File: src/rtl/color_sensor_pkg.sv
// Shared constants for the colour-sensor blocks: channel indices, {S2,S3} filter codes, FSM encoding.
package color_sensor_pkg;
  localparam logic [1:0] CH_RED   = 2'd0;
  localparam logic [1:0] CH_GREEN = 2'd1;
  localparam logic [1:0] CH_BLUE  = 2'd2;
  localparam logic [1:0] CH_CLEAR = 2'd3;

  localparam logic [1:0] FLT_RED   = 2'b00;
  localparam logic [1:0] FLT_GREEN = 2'b11;
  localparam logic [1:0] FLT_BLUE  = 2'b01;
  localparam logic [1:0] FLT_CLEAR = 2'b10;

  localparam logic [1:0] ST_IDLE   = 2'd0;
  localparam logic [1:0] ST_SETTLE = 2'd1;
  localparam logic [1:0] ST_GATE   = 2'd2;
  localparam logic [1:0] ST_DONE   = 2'd3;

  function automatic logic [1:0] filter_code(input logic [1:0] ch);
    case (ch)
      CH_RED:   filter_code = FLT_RED;
      CH_GREEN: filter_code = FLT_GREEN;
      CH_BLUE:  filter_code = FLT_BLUE;
      default:  filter_code = FLT_CLEAR;
    endcase
  endfunction
endpackage

File: src/rtl/freq_edge_sync.sv
// Two-flop synchroniser for the sensor frequency pin plus a registered rising-edge strobe.
module freq_edge_sync (
  input  logic clk,
  input  logic rst,
  input  logic pin,
  output logic strobe
);
  logic [2:0] sh;

  // Strobe is registered so it lands 3 clocks after the pin edge.
  always_ff @(posedge clk or posedge rst) begin
    if (rst) begin
      sh     <= '0;
      strobe <= 1'b0;
    end else begin
      sh     <= {sh[1:0], pin};
      strobe <= sh[1] & ~sh[2];
    end
  end
endmodule

File: src/rtl/color_channel_sampler.sv
// Colour-sensor sampler: settles each filter, counts averaged gate windows, publishes all channels at once.
module color_channel_sampler
  import color_sensor_pkg::*;
#(
  parameter int CNT_W         = 16,
  parameter int NUM_CH        = 4,
  parameter int GATE_CYCLES   = 1000000,
  parameter int SETTLE_CYCLES = 10000,
  parameter int AVG_LOG2      = 2
) (
  input  logic                    CLK100MHZ,
  input  logic                    reset,
  input  logic                    signal_in,
  input  logic                    start,
  input  logic                    continuous,
  output logic                    S2,
  output logic                    S3,
  output logic [NUM_CH*CNT_W-1:0] ch_data,
  output logic [NUM_CH-1:0]       ch_sat,
  output logic [1:0]              ch_index,
  output logic                    busy,
  output logic                    done_color
);
  localparam int NWIN = 1 << AVG_LOG2;
  localparam int TMAX = (GATE_CYCLES > SETTLE_CYCLES) ? GATE_CYCLES : SETTLE_CYCLES;
  localparam int TW   = $clog2(TMAX + 1);
  localparam int WW   = (AVG_LOG2 > 0) ? AVG_LOG2 : 1;
  localparam int AW   = CNT_W + AVG_LOG2;
  localparam logic [CNT_W-1:0] CNT_MAX = '1;

  logic [1:0]                    state;
  logic [TW-1:0]                 timer;
  logic [WW-1:0]                 win;
  logic [CNT_W-1:0]              win_cnt;
  logic [AW-1:0]                 acc;
  logic [NUM_CH-1:0][CNT_W-1:0]  stage;
  logic [NUM_CH-1:0]             sat_stage;
  logic                          strobe;

  freq_edge_sync u_sync (.clk(CLK100MHZ), .rst(reset), .pin(signal_in), .strobe(strobe));

  logic             win_ovf, settle_end, gate_end, last_win, last_ch;
  logic [CNT_W-1:0] win_next;
  logic [AW-1:0]    acc_next;
  logic [1:0]       ch_next;

  // win_next includes a strobe arriving in the final gate clock.
  assign win_ovf    = strobe && (win_cnt == CNT_MAX);
  assign win_next   = (strobe && !win_ovf) ? win_cnt + 1'b1 : win_cnt;
  assign acc_next   = acc + AW'(win_next);
  assign settle_end = (timer == TW'(SETTLE_CYCLES - 1));
  assign gate_end   = (timer == TW'(GATE_CYCLES - 1));
  assign last_win   = (win == WW'(NWIN - 1));
  assign last_ch    = (ch_index == 2'(NUM_CH - 1));
  assign ch_next    = ch_index + 2'd1;
  assign busy       = (state != ST_IDLE);

  always_ff @(posedge CLK100MHZ or posedge reset) begin
    if (reset) begin
      state      <= ST_IDLE;
      timer      <= '0;
      win        <= '0;
      win_cnt    <= '0;
      acc        <= '0;
      stage      <= '0;
      sat_stage  <= '0;
      ch_index   <= CH_RED;
      {S2, S3}   <= FLT_RED;
      ch_data    <= '0;
      ch_sat     <= '0;
      done_color <= 1'b0;
    end else begin
      done_color <= 1'b0;
      case (state)
        ST_IDLE: begin
          if (start) begin
            state     <= ST_SETTLE;
            timer     <= '0;
            ch_index  <= CH_RED;
            {S2, S3}  <= FLT_RED;
            sat_stage <= '0;
            acc       <= '0;
          end
        end
        ST_SETTLE: begin
          if (settle_end) begin
            state   <= ST_GATE;
            timer   <= '0;
            win     <= '0;
            win_cnt <= '0;
          end else begin
            timer <= timer + 1'b1;
          end
        end
        ST_GATE: begin
          if (win_ovf) sat_stage[ch_index] <= 1'b1;
          if (!gate_end) begin
            timer   <= timer + 1'b1;
            win_cnt <= win_next;
          end else begin
            timer   <= '0;
            win_cnt <= '0;
            if (!last_win) begin
              acc <= acc_next;
              win <= win + 1'b1;
            end else begin
              acc             <= '0;
              win             <= '0;
              stage[ch_index] <= CNT_W'(acc_next >> AVG_LOG2);
              if (!last_ch) begin
                ch_index <= ch_next;
                {S2, S3} <= filter_code(ch_next);
                state    <= ST_SETTLE;
              end else begin
                state <= ST_DONE;
              end
            end
          end
        end
        default: begin
          ch_data    <= stage;
          ch_sat     <= sat_stage;
          done_color <= 1'b1;
          ch_index   <= CH_RED;
          {S2, S3}   <= FLT_RED;
          timer      <= '0;
          acc        <= '0;
          sat_stage  <= '0;
          state      <= continuous ? ST_SETTLE : ST_IDLE;
        end
      endcase
    end
  end
endmodule

File: config.mk
export PLATFORM = sky130hd
export DESIGN_NAME = color_channel_sampler
export DESIGN_NICKNAME = d
export VERILOG_FILES = /design/src/rtl/color_sensor_pkg.sv /design/src/rtl/freq_edge_sync.sv /design/src/rtl/color_channel_sampler.sv
export SDC_FILE = /design/constraint.sdc
export NUM_CORES = 1
export LEC_CHECK = 0
export BUFFER_PORTS_ARGS = -buffer_cell sky130_fd_sc_hd__buf_4
export CELL_PAD_IN_SITES_DETAIL_PLACEMENT = 0
export CELL_PAD_IN_SITES_GLOBAL_PLACEMENT = 1
export CORE_ASPECT_RATIO = 0.5
export CORE_UTILIZATION = 49
export CTS_BUF_LIST = sky130_fd_sc_hd__clkbuf_16
export DETAILED_ROUTE_END_ITERATION = 10
export GPL_TIMING_DRIVEN = 0
export MAX_ROUTING_LAYER = met4
export PLACE_DENSITY_LB_ADDON = 0.1
export SLEW_MARGIN = 10
export SYNTH_ARGS = -nofsm -noshare
export SYNTH_HDL_FRONTEND = slang
export SYNTH_HIERARCHICAL = 1
export SYNTH_SLANG_ARGS = --single-unit
File: constraint.sdc
create_clock -name CLK100MHZ -period 7.2 [get_ports CLK100MHZ]
set_input_delay 0.72 -clock CLK100MHZ [delete_from_list [all_inputs] [get_ports CLK100MHZ]]
set_output_delay 0.72 -clock CLK100MHZ [all_outputs]
set_load 0.02 [all_outputs]
==> impl_table.tex <==
\begin{tabular}{lr}
\hline
Metric & Value \\
\hline
\multicolumn{2}{l}{\textbf{Route}} \\
\quad Overall routed net length & 20810 µm \\
\quad First drt pass iteration count & 5 \\
\quad Violation count after the first detailed-route iteration & approximately 300 \\
\quad Residual DRC count & 0 \\
\quad Routed Antenna Nets & 0 \\
\quad Number of vias after detailed routing & approximately 6300 \\
\quad Number of vias per cell & about 5.4 \\
\quad Avg WL per Cell & $\sim$18 µm \\
\multicolumn{2}{l}{\textbf{Synthesis}} \\
\quad Average cell area after synthesis & approximately 12 µm² \\
\quad Post-Synthesis Net Count & a little over 800 \\
\quad Gate Count Post-Synth & 793 \\
\quad Count of synthesis-stage warnings from yosys & 6 \\
\quad Share of the yosys chip area belonging to registers & 0.5353 \\
\quad Fraction of post-synthesis cell area in the top cell type by area & 0.5353 \\
\quad Post-synth cell types & 60 \\
\quad Cell type with the highest aggregate area in the netlist & sky130\_fd\_sc\_hd\_\_dfrtp\_1 \\
\quad Cell area after synthesis & about 9400 µm² \\
\quad Seq cells post-synth & $\sim$200 \\
\quad Post-synthesis async set-or-reset flop share & 1.000 \\
\quad Post-synth EDFFs & 0 \\
\quad Top cells by area, synth & sky130\_fd\_sc\_hd\_\_dfrtp\_1 (54\%), sky130\_fd\_sc\_hd\_\_mux2\_2 (13\%), sky130\_fd\_sc\_hd\_\_ha\_1 (3.6\%), sky130\_fd\_sc\_hd\_\_xnor2\_1 (2.4\%), sky130\_fd\_sc\_hd\_\_o21ai\_0 (2.1\%) \\
\quad Synth Flop Type & sky130\_fd\_sc\_hd\_\_dfrtp\_1 \\
\multicolumn{2}{l}{\textbf{Run}} \\
\quad Max Cap Violations & 0 \\
\multicolumn{2}{l}{\textbf{GRT}} \\
\quad Initial antenna violation count & 0 \\
\quad Total global routing track utilization & 0.2305 \\
\quad Pin count of the biggest net entering global routing & between 100 and 150 \\
\quad Number of global-route vias before repair & roughly 6300 \\
\quad Global-route wire length before repair & between 30000 and 40000 µm \\
\quad Overflow after GRT & 0 \\
\multicolumn{2}{l}{\textbf{Worst hold path}} \\
\quad Min-delay worst type & in2async \\
\multicolumn{2}{l}{\textbf{Timing}} \\
\quad Clk\_skew & around 0.012 ns \\
\quad Highest attainable clock frequency & around 210 MHz \\
\quad Final count of hold timing violations & 0 \\
\quad Final Cycle Share & 0.6626 \\
\quad Final sum of negative setup slack & 0 ns \\
\quad Worst-margin pin slew & roughly 1.2 ns \\
\quad Setup repair after global routing missed its margin & false \\
\quad Hold\_ws & roughly 0.15 ns \\
\quad Worst slew margin relative to its limit & 0.1953 \\
\quad Setup violations, final & 0 \\
\quad Total count of max-transition violations in the final report & 0 \\
\quad Final critical delay including setup and external delays & roughly 4.8 ns \\
\multicolumn{2}{l}{\textbf{Power and ir drop}} \\
\quad Net switching component of the power & around 760 µW \\
\quad Power, Total & $\sim$2.5 mW \\
\quad Leakage component of the power & about 5.4 nW \\
\quad Largest vdd supply drop & about 0.14 mV \\
\quad Power Density & approximately 230 nW/µm² \\
\quad Sw frac & 0.3006 \\
\quad Proportion of power drawn by flip-flops and latches & 0.464 \\
\quad Internal power contribution & roughly 1.8 mW \\
\quad Portion of total power attributed to the clock network & 0.356 \\
\quad Comb pwr share & 0.180 \\
\multicolumn{2}{l}{\textbf{Clock network}} \\
\quad Clock tree from TritonCTS & built \\
\quad Hold buffer count at cts & 0 \\
\quad Worst-path clk slew & approximately 0.070 ns \\
\quad Total number of H-tree levels & 1 \\
\quad Clock latency of the later-clocked register in the worst-skew pair & around 0.50 ns \\
\quad Number of buffers created by CTS & 19 \\
\quad Number of buffers between clock root and the deepest sink & 3 \\
\quad Number of gates resized after cts & 0 \\
\quad Count of buffers added by post-CTS timing repair for setup & 0 \\
\quad Clock Root Buffer & sky130\_fd\_sc\_hd\_\_clkbuf\_16 \\
\quad Clk sink count & 202 \\
\multicolumn{2}{l}{\textbf{Worst setup path}} \\
\quad Critical Path End Type & flop \\
\quad Data required time at the worst endpoint & about 7.6 ns \\
\quad Buffers and inverters on the worst path & 1 \\
\quad Crit-path max FO & 8 \\
\quad Cell with the largest stage delay on the worst path & sky130\_fd\_sc\_hd\_\_a2111oi\_1 \\
\quad R2r setup slk & approximately 2.4 ns \\
\quad Sort of element at the start of the critical path & flop \\
\quad Source of the worst register-to-register timing path & win\_cnt[12] \\
\quad Most used cell along the critical path & sky130\_fd\_sc\_hd\_\_a211oi\_1 \\
\quad Critical Setup Path Class & reg2reg \\
\quad Largest incremental delay on the critical path & 0.85 ns \\
\quad Family with the most delay on the worst path & compound AO/OA/AOI/OAI gates \\
\quad Worst path cell trace & clkbuf\_1 > nand4\_1 > nor4\_1 > nor2\_1 > xor2\_1 > ha\_1 > fa\_1 > a211oi\_1 > o21a\_1 > a211oi\_1 > o311a\_1 > a2111oi\_1 > mux2\_2 \\
\quad Start point of the critical path & win\_cnt[12] \\
\quad CP Data Arrival Time & between 5 and 6 ns \\
\multicolumn{2}{l}{\textbf{Placed design}} \\
\quad Final weighted congestion of routability-driven global placement & between 0.8 and 0.9 \\
\quad Count of port buffers added during placement & 78 \\
\quad Cell area reported after detailed placement & 10390 µm² \\
\quad Post-detail-place hpwl & $\sim$15000 µm \\
\multicolumn{2}{l}{\textbf{Finish}} \\
\quad Design Area, Final & roughly 11000 µm² \\
\quad Synth-to-layout area growth & 15.66\% \\
\quad Net count, final & approximately 930 \\
\quad Commonest cells after routing, fill and taps aside & sky130\_fd\_sc\_hd\_\_dfrtp\_1 (202), sky130\_fd\_sc\_hd\_\_mux2\_2 (107), sky130\_fd\_sc\_hd\_\_buf\_4 (80) \\
\quad Final core utilization & 0.5868 \\
\quad Share of cells above drive strength 1 & 0.2647 \\
\quad Ant diodes & 0 \\
\quad Most common cell after layout, fill and taps aside & sky130\_fd\_sc\_hd\_\_dfrtp\_1 \\
\multicolumn{2}{l}{\textbf{Floorplanning}} \\
\quad Core ar. & about 19000 µm² \\
\quad Chip Height & 100.2 µm \\
\quad Die boundary width & between 150 and 200 µm \\
\quad Placement Rows & 35 \\
\quad Effective utilization at floorplan & 0.5074 \\
\quad Die Footprint & roughly 20000 µm² \\
\quad Number of primary I/O pins & slightly below 80 \\
\multicolumn{2}{l}{\textbf{Status}} \\
\quad Run status & completed \\
\hline
\end{tabular}
[cell families (layout without fill, tap and decap cells)]
| group | after synthesis | in the layout | synth area share |
|---|---|---|---|
| flops | 202 | 202 | 0.5353 |
| fa+ha+maj | 28 | 28 | 0.03790 |
| simple gates | 199 | 199 | 0.1093 |
| compound gates | 138 | 138 | 0.09660 |
| buf+inv | 54 | 164 | 0.02571 |
| mux | 129 | 129 | 0.1553 |
| xor+xnor | 43 | 43 | 0.03988 |
[through the flow]
step                setup slack [ns]  std cells
floorplan                      1.083        793
global placement              -1.120       1130
detailed placement             2.427       1131
CTS                            2.401       1162
global route                   1.982       1162
finish                         2.429       1162
[final timing paths]
| path | end | cells past startpoint |
|---|---|---|
| worst max register to register | stage[46] | 13 |
| min in group CLK100MHZ | u_sync/sh[0] | 1 |
| worst max-delay path | stage[46] | 13 |
| max in group asynchronous | ch_data[2] | 3 |
| worst min register to register | u_sync/sh[1] | 0 |
| worst min-delay path | u_sync/sh[1] | 2 |
[cell type report]
cell class,instances,area [µm²]
Fill cell,1567,7690
Sequential cell,202,5055
Multi-Input combinational cell,537,4145
Timing Repair Buffer,79,613.1
Clock buffer,19,475.5
Tap cell,259,324.1
Buffer,32,160.2
Inverter,22,90.09
Clock inverter,12,58.81
[Yosys cell counts, types with 13 or more instances]
| master | count |
|---|---|
| sky130_fd_sc_hd__nand4_1 | 18 |
| sky130_fd_sc_hd__o21ai_0 | 39 |
| sky130_fd_sc_hd__a22o_1 | 18 |
| sky130_fd_sc_hd__xnor2_1 | 26 |
| sky130_fd_sc_hd__nand3_1 | 20 |
| sky130_fd_sc_hd__nand2_1 | 44 |
| sky130_fd_sc_hd__dfrtp_1 | 202 |
| sky130_fd_sc_hd__inv_1 | 22 |
| sky130_fd_sc_hd__nor3_1 | 13 |
| sky130_fd_sc_hd__ha_1 | 27 |
| sky130_fd_sc_hd__xor2_1 | 17 |
| sky130_fd_sc_hd__clkbuf_1 | 24 |
| sky130_fd_sc_hd__a21oi_1 | 31 |
| sky130_fd_sc_hd__nor2_1 | 49 |
| sky130_fd_sc_hd__mux2_2 | 107 |
[power groups by stage]
| stage | registers [mW] | logic [mW] | clock network [mW] |
|---|---|---|---|
| after global routing | 1.18 | 0.517 | 0.984 |
| after detailed placement | 1.20 | 0.461 | 0 |
| after CTS | 1.17 | 0.463 | 0.927 |
| final | 1.18 | 0.457 | 0.902 |
| after global placement | 1.20 | 0.454 | 0 |
| after floorplan | 1.19 | 0.323 | 0 |
[flip-flops by register name (all words and copies together), names as in the netlist]
signal	flops
ch_data	64
stage	64
timer	20
acc	18
win_cnt	16
ch_sat	4
sat_stage	4
u_sync/sh	3
ch_index	2
state	2
win	2
S3	1
done_color	1
u_sync/strobe	1
[metal layers]
| metal | vias up | global-route usage | routed length, µm |
|---|---|---|---|
| met5 | - | - | 0 |
| met4 | 0 | 0.03757 | 238 |
| met3 | 19 | 0.03461 | 760 |
| met2 | 99 | 0.3366 | 9041 |
| met1 | 3170 | 0.3446 | 10770 |
| li1 | 3040 | - | - |
No activity file was read; power rests on OpenSTA's default activity.
